`config.mk`:
```
export PLATFORM = sky130hd
export DESIGN_NAME = layer_visibility_ctrl
export DESIGN_NICKNAME = d
export VERILOG_FILES = /design/src/rtl/layer_pkg.sv /design/src/rtl/frame_event_latch.sv /design/src/rtl/layer_visibility_ctrl.sv
export SDC_FILE = /design/constraint.sdc
export NUM_CORES = 1
export LEC_CHECK = 0
export BUFFER_PORTS_ARGS = -buffer_cell sky130_fd_sc_hd__buf_2
export CORE_UTILIZATION = 40
export CTS_CLUSTER_DIAMETER = 40
export DETAILED_ROUTE_END_ITERATION = 12
export GPL_ROUTABILITY_DRIVEN = 0
export GPL_TIMING_DRIVEN = 0
export PLACE_DENSITY = 0.58
export SLEW_MARGIN = 20
export SYNTH_ARGS = -nofsm -noshare
export SYNTH_HDL_FRONTEND = slang
export SYNTH_SLANG_ARGS = --single-unit
```
`constraint.sdc`:
```
create_clock -name clk -period 4.55 [get_ports clk]
set_input_delay 0.2275 -clock clk [delete_from_list [all_inputs] [get_ports clk]]
set_output_delay 0.2275 -clock clk [all_outputs]
set_load 0.01 [all_outputs]
```
`src/rtl/layer_pkg.sv`:
```
// layer_pkg: shared definitions for the display layer sequencing logic.
//   - state_t      : game phase codes, also exported on gameState
//   - LAYER_*      : bit index of each drawing layer in the request vectors
//   - MASK_*       : per-phase layer visibility masks
//   - evt_t        : the three frame-latched game events
//   - layer_mask() : maps (state, blink phase) to the visibility mask
package layer_pkg;

    typedef enum logic [2:0] {
        ST_IDLE       = 3'd0,
        ST_PLAY       = 3'd1,
        ST_HIT_BLINK  = 3'd2,
        ST_LEVEL_DONE = 3'd3,
        ST_GAME_OVER  = 3'd4
    } state_t;

    localparam int NUM_LAYERS   = 6;
    localparam int LAYER_PLAYER = 0;
    localparam int LAYER_ENEMY  = 1;
    localparam int LAYER_FRUIT  = 2;
    localparam int LAYER_SCORE  = 3;
    localparam int LAYER_BANNER = 4;
    localparam int LAYER_BG     = 5;

    localparam logic [NUM_LAYERS-1:0] MASK_IDLE       = 6'b110000;
    localparam logic [NUM_LAYERS-1:0] MASK_PLAY       = 6'b101111;
    // Player bit is filled in from the blink phase.
    localparam logic [NUM_LAYERS-1:0] MASK_HIT_BLINK  = 6'b101110;
    localparam logic [NUM_LAYERS-1:0] MASK_LEVEL_DONE = 6'b111000;
    localparam logic [NUM_LAYERS-1:0] MASK_GAME_OVER  = 6'b111000;

    typedef struct packed {
        logic levelDone;
        logic playerHit;
        logic startGame;
    } evt_t;

    function automatic logic [NUM_LAYERS-1:0] layer_mask(state_t st, logic phase);
        logic [NUM_LAYERS-1:0] m;
        m = MASK_IDLE;
        case (st)
            ST_IDLE:       m = MASK_IDLE;
            ST_PLAY:       m = MASK_PLAY;
            ST_HIT_BLINK: begin
                m = MASK_HIT_BLINK;
                m[LAYER_PLAYER] = phase;
            end
            ST_LEVEL_DONE: m = MASK_LEVEL_DONE;
            ST_GAME_OVER:  m = MASK_GAME_OVER;
            default:       m = MASK_IDLE;
        endcase
        return m;
    endfunction

endpackage

```
`src/rtl/frame_event_latch.sv`:
```
// frame_event_latch: holds one-cycle event pulses until the next frame start.
//   clk, resetN  : clock, async active-low reset (pending events are dropped)
//   startOfFrame : frame boundary; pending flags clear on this cycle
//   evtIn[W]     : one-cycle event pulses
//   evtOut[W]    : pending | evtIn, meaningful on the startOfFrame cycle so a
//                  pulse landing on the boundary cycle still counts this frame
module frame_event_latch #(
    parameter int W = 3
) (
    input  logic         clk,
    input  logic         resetN,
    input  logic         startOfFrame,
    input  logic [W-1:0] evtIn,
    output logic [W-1:0] evtOut
);

    logic [W-1:0] pend;

    always_ff @(posedge clk or negedge resetN) begin
        if (!resetN)
            pend <= '0;
        else if (startOfFrame)
            pend <= '0;
        else
            pend <= pend | evtIn;
    end

    assign evtOut = pend | evtIn;

endmodule

```
`src/rtl/layer_visibility_ctrl.sv`:
```
// layer_visibility_ctrl: frame-synchronous game phase sequencer that gates the
// six layer draw requests ahead of the priority mux.
//   clk, resetN        : clock, async active-low reset
//   startOfFrame       : one-cycle frame start pulse; all state moves here only
//   startGame/playerHit/levelDone : one-cycle event pulses, latched per frame
//   drawReqIn[6]       : raw layer requests (bit0 player .. bit5 background)
//   drawReqOut[6]      : drawReqIn & visibility mask, combinational
//   gameState[3]       : current phase code
//   livesLeft[3]       : remaining lives
//   playActive         : high only in PLAY
module layer_visibility_ctrl
    import layer_pkg::*;
#(
    parameter int INIT_LIVES   = 3,
    parameter int BLINK_FRAMES = 8,
    parameter int HIT_BLINKS   = 6,
    parameter int HOLD_FRAMES  = 120
) (
    input  logic       clk,
    input  logic       resetN,
    input  logic       startOfFrame,
    input  logic       startGame,
    input  logic       playerHit,
    input  logic       levelDone,
    input  logic [5:0] drawReqIn,
    output logic [5:0] drawReqOut,
    output logic [2:0] gameState,
    output logic [2:0] livesLeft,
    output logic       playActive
);

    localparam int FC_MAX = (BLINK_FRAMES > HOLD_FRAMES) ? BLINK_FRAMES : HOLD_FRAMES;
    localparam int FC_W   = (FC_MAX > 1) ? $clog2(FC_MAX) : 1;
    localparam int BC_W   = (HIT_BLINKS > 1) ? $clog2(HIT_BLINKS) : 1;

    evt_t evtRaw;
    evt_t evt;

    assign evtRaw.startGame = startGame;
    assign evtRaw.playerHit = playerHit;
    assign evtRaw.levelDone = levelDone;

    frame_event_latch #(.W(3)) u_evt (
        .clk          (clk),
        .resetN       (resetN),
        .startOfFrame (startOfFrame),
        .evtIn        (evtRaw),
        .evtOut       (evt)
    );

    state_t          state_q, state_d;
    logic [2:0]      lives_q, lives_d;
    logic [FC_W-1:0] fc_q, fc_d;
    logic [BC_W-1:0] bc_q, bc_d;
    logic            phase_q, phase_d;

    always_ff @(posedge clk or negedge resetN) begin
        if (!resetN) begin
            state_q <= ST_IDLE;
            lives_q <= 3'(INIT_LIVES);
            fc_q    <= '0;
            bc_q    <= '0;
            phase_q <= 1'b0;
        end else begin
            state_q <= state_d;
            lives_q <= lives_d;
            fc_q    <= fc_d;
            bc_q    <= bc_d;
            phase_q <= phase_d;
        end
    end

    always_comb begin
        state_d = state_q;
        lives_d = lives_q;
        fc_d    = fc_q;
        bc_d    = bc_q;
        phase_d = phase_q;
        if (startOfFrame) begin
            case (state_q)
                ST_IDLE, ST_GAME_OVER: begin
                    if (evt.startGame) begin
                        state_d = ST_PLAY;
                        lives_d = 3'(INIT_LIVES);
                    end
                end
                ST_PLAY: begin
                    // Hit takes precedence; a simultaneous levelDone is dropped.
                    if (evt.playerHit) begin
                        state_d = ST_HIT_BLINK;
                        if (lives_q != 3'd0)
                            lives_d = lives_q - 3'd1;
                        phase_d = 1'b0;
                        fc_d    = '0;
                        bc_d    = '0;
                    end else if (evt.levelDone) begin
                        state_d = ST_LEVEL_DONE;
                        fc_d    = '0;
                    end
                end
                ST_HIT_BLINK: begin
                    if (fc_q == FC_W'(BLINK_FRAMES - 1)) begin
                        phase_d = ~phase_q;
                        fc_d    = '0;
                        bc_d    = bc_q + 1'b1;
                        // Lives were already taken on entry, so zero here means
                        // that was the last one.
                        if (bc_q == BC_W'(HIT_BLINKS - 1))
                            state_d = (lives_q == 3'd0) ? ST_GAME_OVER : ST_PLAY;
                    end else begin
                        fc_d = fc_q + 1'b1;
                    end
                end
                ST_LEVEL_DONE: begin
                    if (fc_q == FC_W'(HOLD_FRAMES - 1))
                        state_d = ST_PLAY;
                    else
                        fc_d = fc_q + 1'b1;
                end
                default: state_d = ST_IDLE;
            endcase
        end
    end

    // Mask is a pure function of registers that only move on the frame
    // boundary edge, so it is stable for a whole frame without its own flop.
    assign drawReqOut = drawReqIn & layer_mask(state_q, phase_q);
    assign gameState  = state_q;
    assign livesLeft  = lives_q;
    assign playActive = (state_q == ST_PLAY);

endmodule

```
==> flow_metrics.tcl <==
set metrics [dict create \
    fillers 314 \
    post-cts-setup-buffer-count 0 \
    post-route-period-util_pct 49.6 \
    ys_seq_area_share_pct 38.3 \
    coreArea_mm2 0.00308 \
    drt_first_pass_iters 4 \
    cts_buffers 3 \
    grt_max_degree 21 \
    grt_pass1_wl_um 4850 \
    path_class "reg -> reg" \
    antenna_found_initial 0 \
    yosys_warnings 0 \
    synthArstFlopShare_pct 100 \
    ys_types 49 \
    row_count 20 \
    antenna-diode-count 0 \
    drc 0 \
    synthToLayoutAreaGrowth_pct 15.3 \
    finalSetupViolations 0 \
    final_core_util_pct 49.2 \
    crit_arrival_ns 2.44 \
    tritoncts "done" \
    clock_path_buffers 2 \
    vias 1074 \
    die_area_mm2 0.00352 \
    synth_nets 155 \
    synth_edf_count 0 \
    dp_hpwl_um 2080 \
    hold_class "in -> reg" \
    clockRootBuffer "clkbuf_4" \
    fmax_mhz 443 \
    combPwrFrac_pct 42.2 \
    fin_area_mm2 0.00152 \
    p_int_mw 0.394 \
    ys.flop_type "dfrtp_1" \
    maxCapViolCount 0 \
    ant_nets 0 \
    clockPowerShare_pct 13.8 \
    num_io_pins 25 \
    nets 183 \
    power.density_mw_per_mm2 418 \
    syn_avg_cell_area_um2 9.52 \
    overflow 0 \
    ys_seq_elements 20 \
    tns_ns 0 \
    finalWirelength_um 2770 \
    drive_above_1_share_pct 24.8 \
    chipWidth_um 59.3 \
    p_leak_nw 0.684 \
    ir_worst_vdd_mv 0.202 \
    start_kind "register" \
    postSynthCellCount 138 \
    crit_fanout 4 \
    drt_iter0_drc 55 \
    fin_worst_skew_ns 0.00389 \
    hold_viol_final 0 \
    grt_pass1_vias 1073 \
    maxSlewViolCount 0 \
    placed_cell_area_mm2 0.00148 \
    clk_pin_slew_ns 0.11 \
    mostFrequentLayoutCells "25 x buf_2, 18 x dfrtp_1, 12 x nor2_1" \
    p_switching_mw 0.240 \
    rsz0062_at_grt "no" \
    clk_latency_ns 0.30 \
    p_seq_share_pct 44.0 \
    switching_share_pct 37.8 \
    final_common_cell "buf_2" \
    cts.htree.levels 1 \
    worstMarginPinSlew_ns 0.473 \
    chipHeight_um 59.3 \
    io_buffers 22 \
    vias_per_cell 5.14 \
    min_period_ns 2.25 \
    outcome "completed" \
    synth_area_mm2 0.00131 \
    end_kind "register" \
    worstPathRequired_ns 4.74 \
    start_util_pct 42.7 \
    wl_per_cell_um 13.2 \
    cts.sinks 20 \
    slew_headroom_pct 68.5 \
    grt_usage_pct 18.4 \
]
## final cells by class
class / count / area (um2) / share of cell area (%)
flip-flops and latches: 20 / 503 / 33.2
multi-input cells: 106 / 758 / 50.0
inverters: 7 / 26.3 / 1.73
clock buffers: 4 / 26.3 / 1.73
plain buffers: 5 / 26.3 / 1.73
repair buffers: 23 / 120 / 7.93
well taps: 44 / 55.1 / 3.63
## final timing paths
kind,start,end,slack [ns],cells after the start
setup / recovery,livesLeft[0]$_DFFE_PN1P_,livesLeft[2]$_DFFE_PN0P_,2.30,6
hold / removal,levelDone,u_evt.pend[2]$_DFF_PN0_,0.16,3
setup reg to reg,livesLeft[0]$_DFFE_PN1P_,livesLeft[2]$_DFFE_PN0P_,2.30,6
hold reg to reg,phase_q$_DFFE_PN0P_,phase_q$_DFFE_PN0P_,0.50,1
max in group asynchronous,resetN,livesLeft[1]$_DFFE_PN1P_,3.79,2
min in group asynchronous,resetN,fc_q[6]$_DFFE_PN0P_,0.41,2
## layer usage
layer	part of all wire, %	vias up	GRT usage [%]
li1	-	547	-
met1	50	497	25.6
met2	46	26	28.9
met3	3.4	4	1.97
met4	1.1	0	7.82
met5	0	-	0
## cells in the mapped netlist (2+ instances only)
cell | n | area share [%]
inv_1 | 7 | 2.0
dfrtp_1 | 18 | 34
nand2_1 | 11 | 3.1
mux2_1 | 3 | 2.6
nand3_1 | 8 | 3.0
xnor2_1 | 2 | 1.3
o31ai_1 | 3 | 1.7
a211o_1 | 2 | 1.3
and2_1 | 4 | 1.9
nor2_1 | 12 | 3.4
dfstp_2 | 2 | 4.0
a21oi_1 | 4 | 1.5
nor2b_1 | 4 | 1.9
or3_1 | 4 | 1.9
mux2_4 | 2 | 2.3
a21o_1 | 2 | 1.1
nor3_1 | 4 | 1.5
buf_2 | 3 | 1.1
and3_1 | 5 | 2.4
ha_1 | 5 | 4.8
nand2b_1 | 4 | 1.9
o21ai_1 | 2 | 0.76
## logic make-up (layout without fill, tap and decap cells)
family | Yosys count | after routing | synth area share [%]
mux | 7 | 7 | 6.48
simple gates | 67 | 67 | 29.0
fa+ha+maj | 5 | 5 | 4.76
compound gates | 25 | 25 | 16.1
flops | 20 | 20 | 38.3
xor+xnor | 2 | 2 | 1.33
buf+inv | 12 | 39 | 4.00
## metrics by stage
stage / setup WS (ns) / power (mW) / std cells / hold slack [ns]
after CTS: 2.29 / 0.642 / 209 / 0.157
final: 2.30 / 0.634 / 209 / 0.163
after floorplan: 2.39 / 0.474 / 138 / -0.0681
after detailed placement: 2.31 / 0.550 / 204 / 0.215
after global placement: 2.33 / 0.540 / 204 / 0.214
after global routing: 2.21 / 0.691 / 209 / 0.173
## worst max-delay path, cell delays in order (launching register included)
cell	delay, ns
dfstp_2	0.56
inv_1	0.04
ha_1	0.19
ha_1	0.22
o31a_1	0.29
or4_1	0.49
mux2_1	0.35
## state kept, by name, indices dropped and copies added, names as in the netlist
register    cells
livesLeft       3
phase_q         1
bc_q            3
gameState       3
fc_q            7
u_evt.pend      3
## power groups by stage
stage,combinational (mW),sequential (mW),clock [mW]
6_report,0.268,0.279,0.0872
5_1_grt,0.304,0.288,0.0985
4_1_cts,0.270,0.278,0.0942
3_5_place_dp,0.269,0.281,0
3_3_place_gp,0.262,0.279,0
2_1_floorplan,0.199,0.276,0
## what timing repair did
| item | in CTS | in global routing |
|---|---|---|
| hold buffers | 1 | 0 |
| hold endpoints to repair | 18 | 0 |
| gates resized for setup | 0 | 0 |
(Power assumes the default switching activity.)
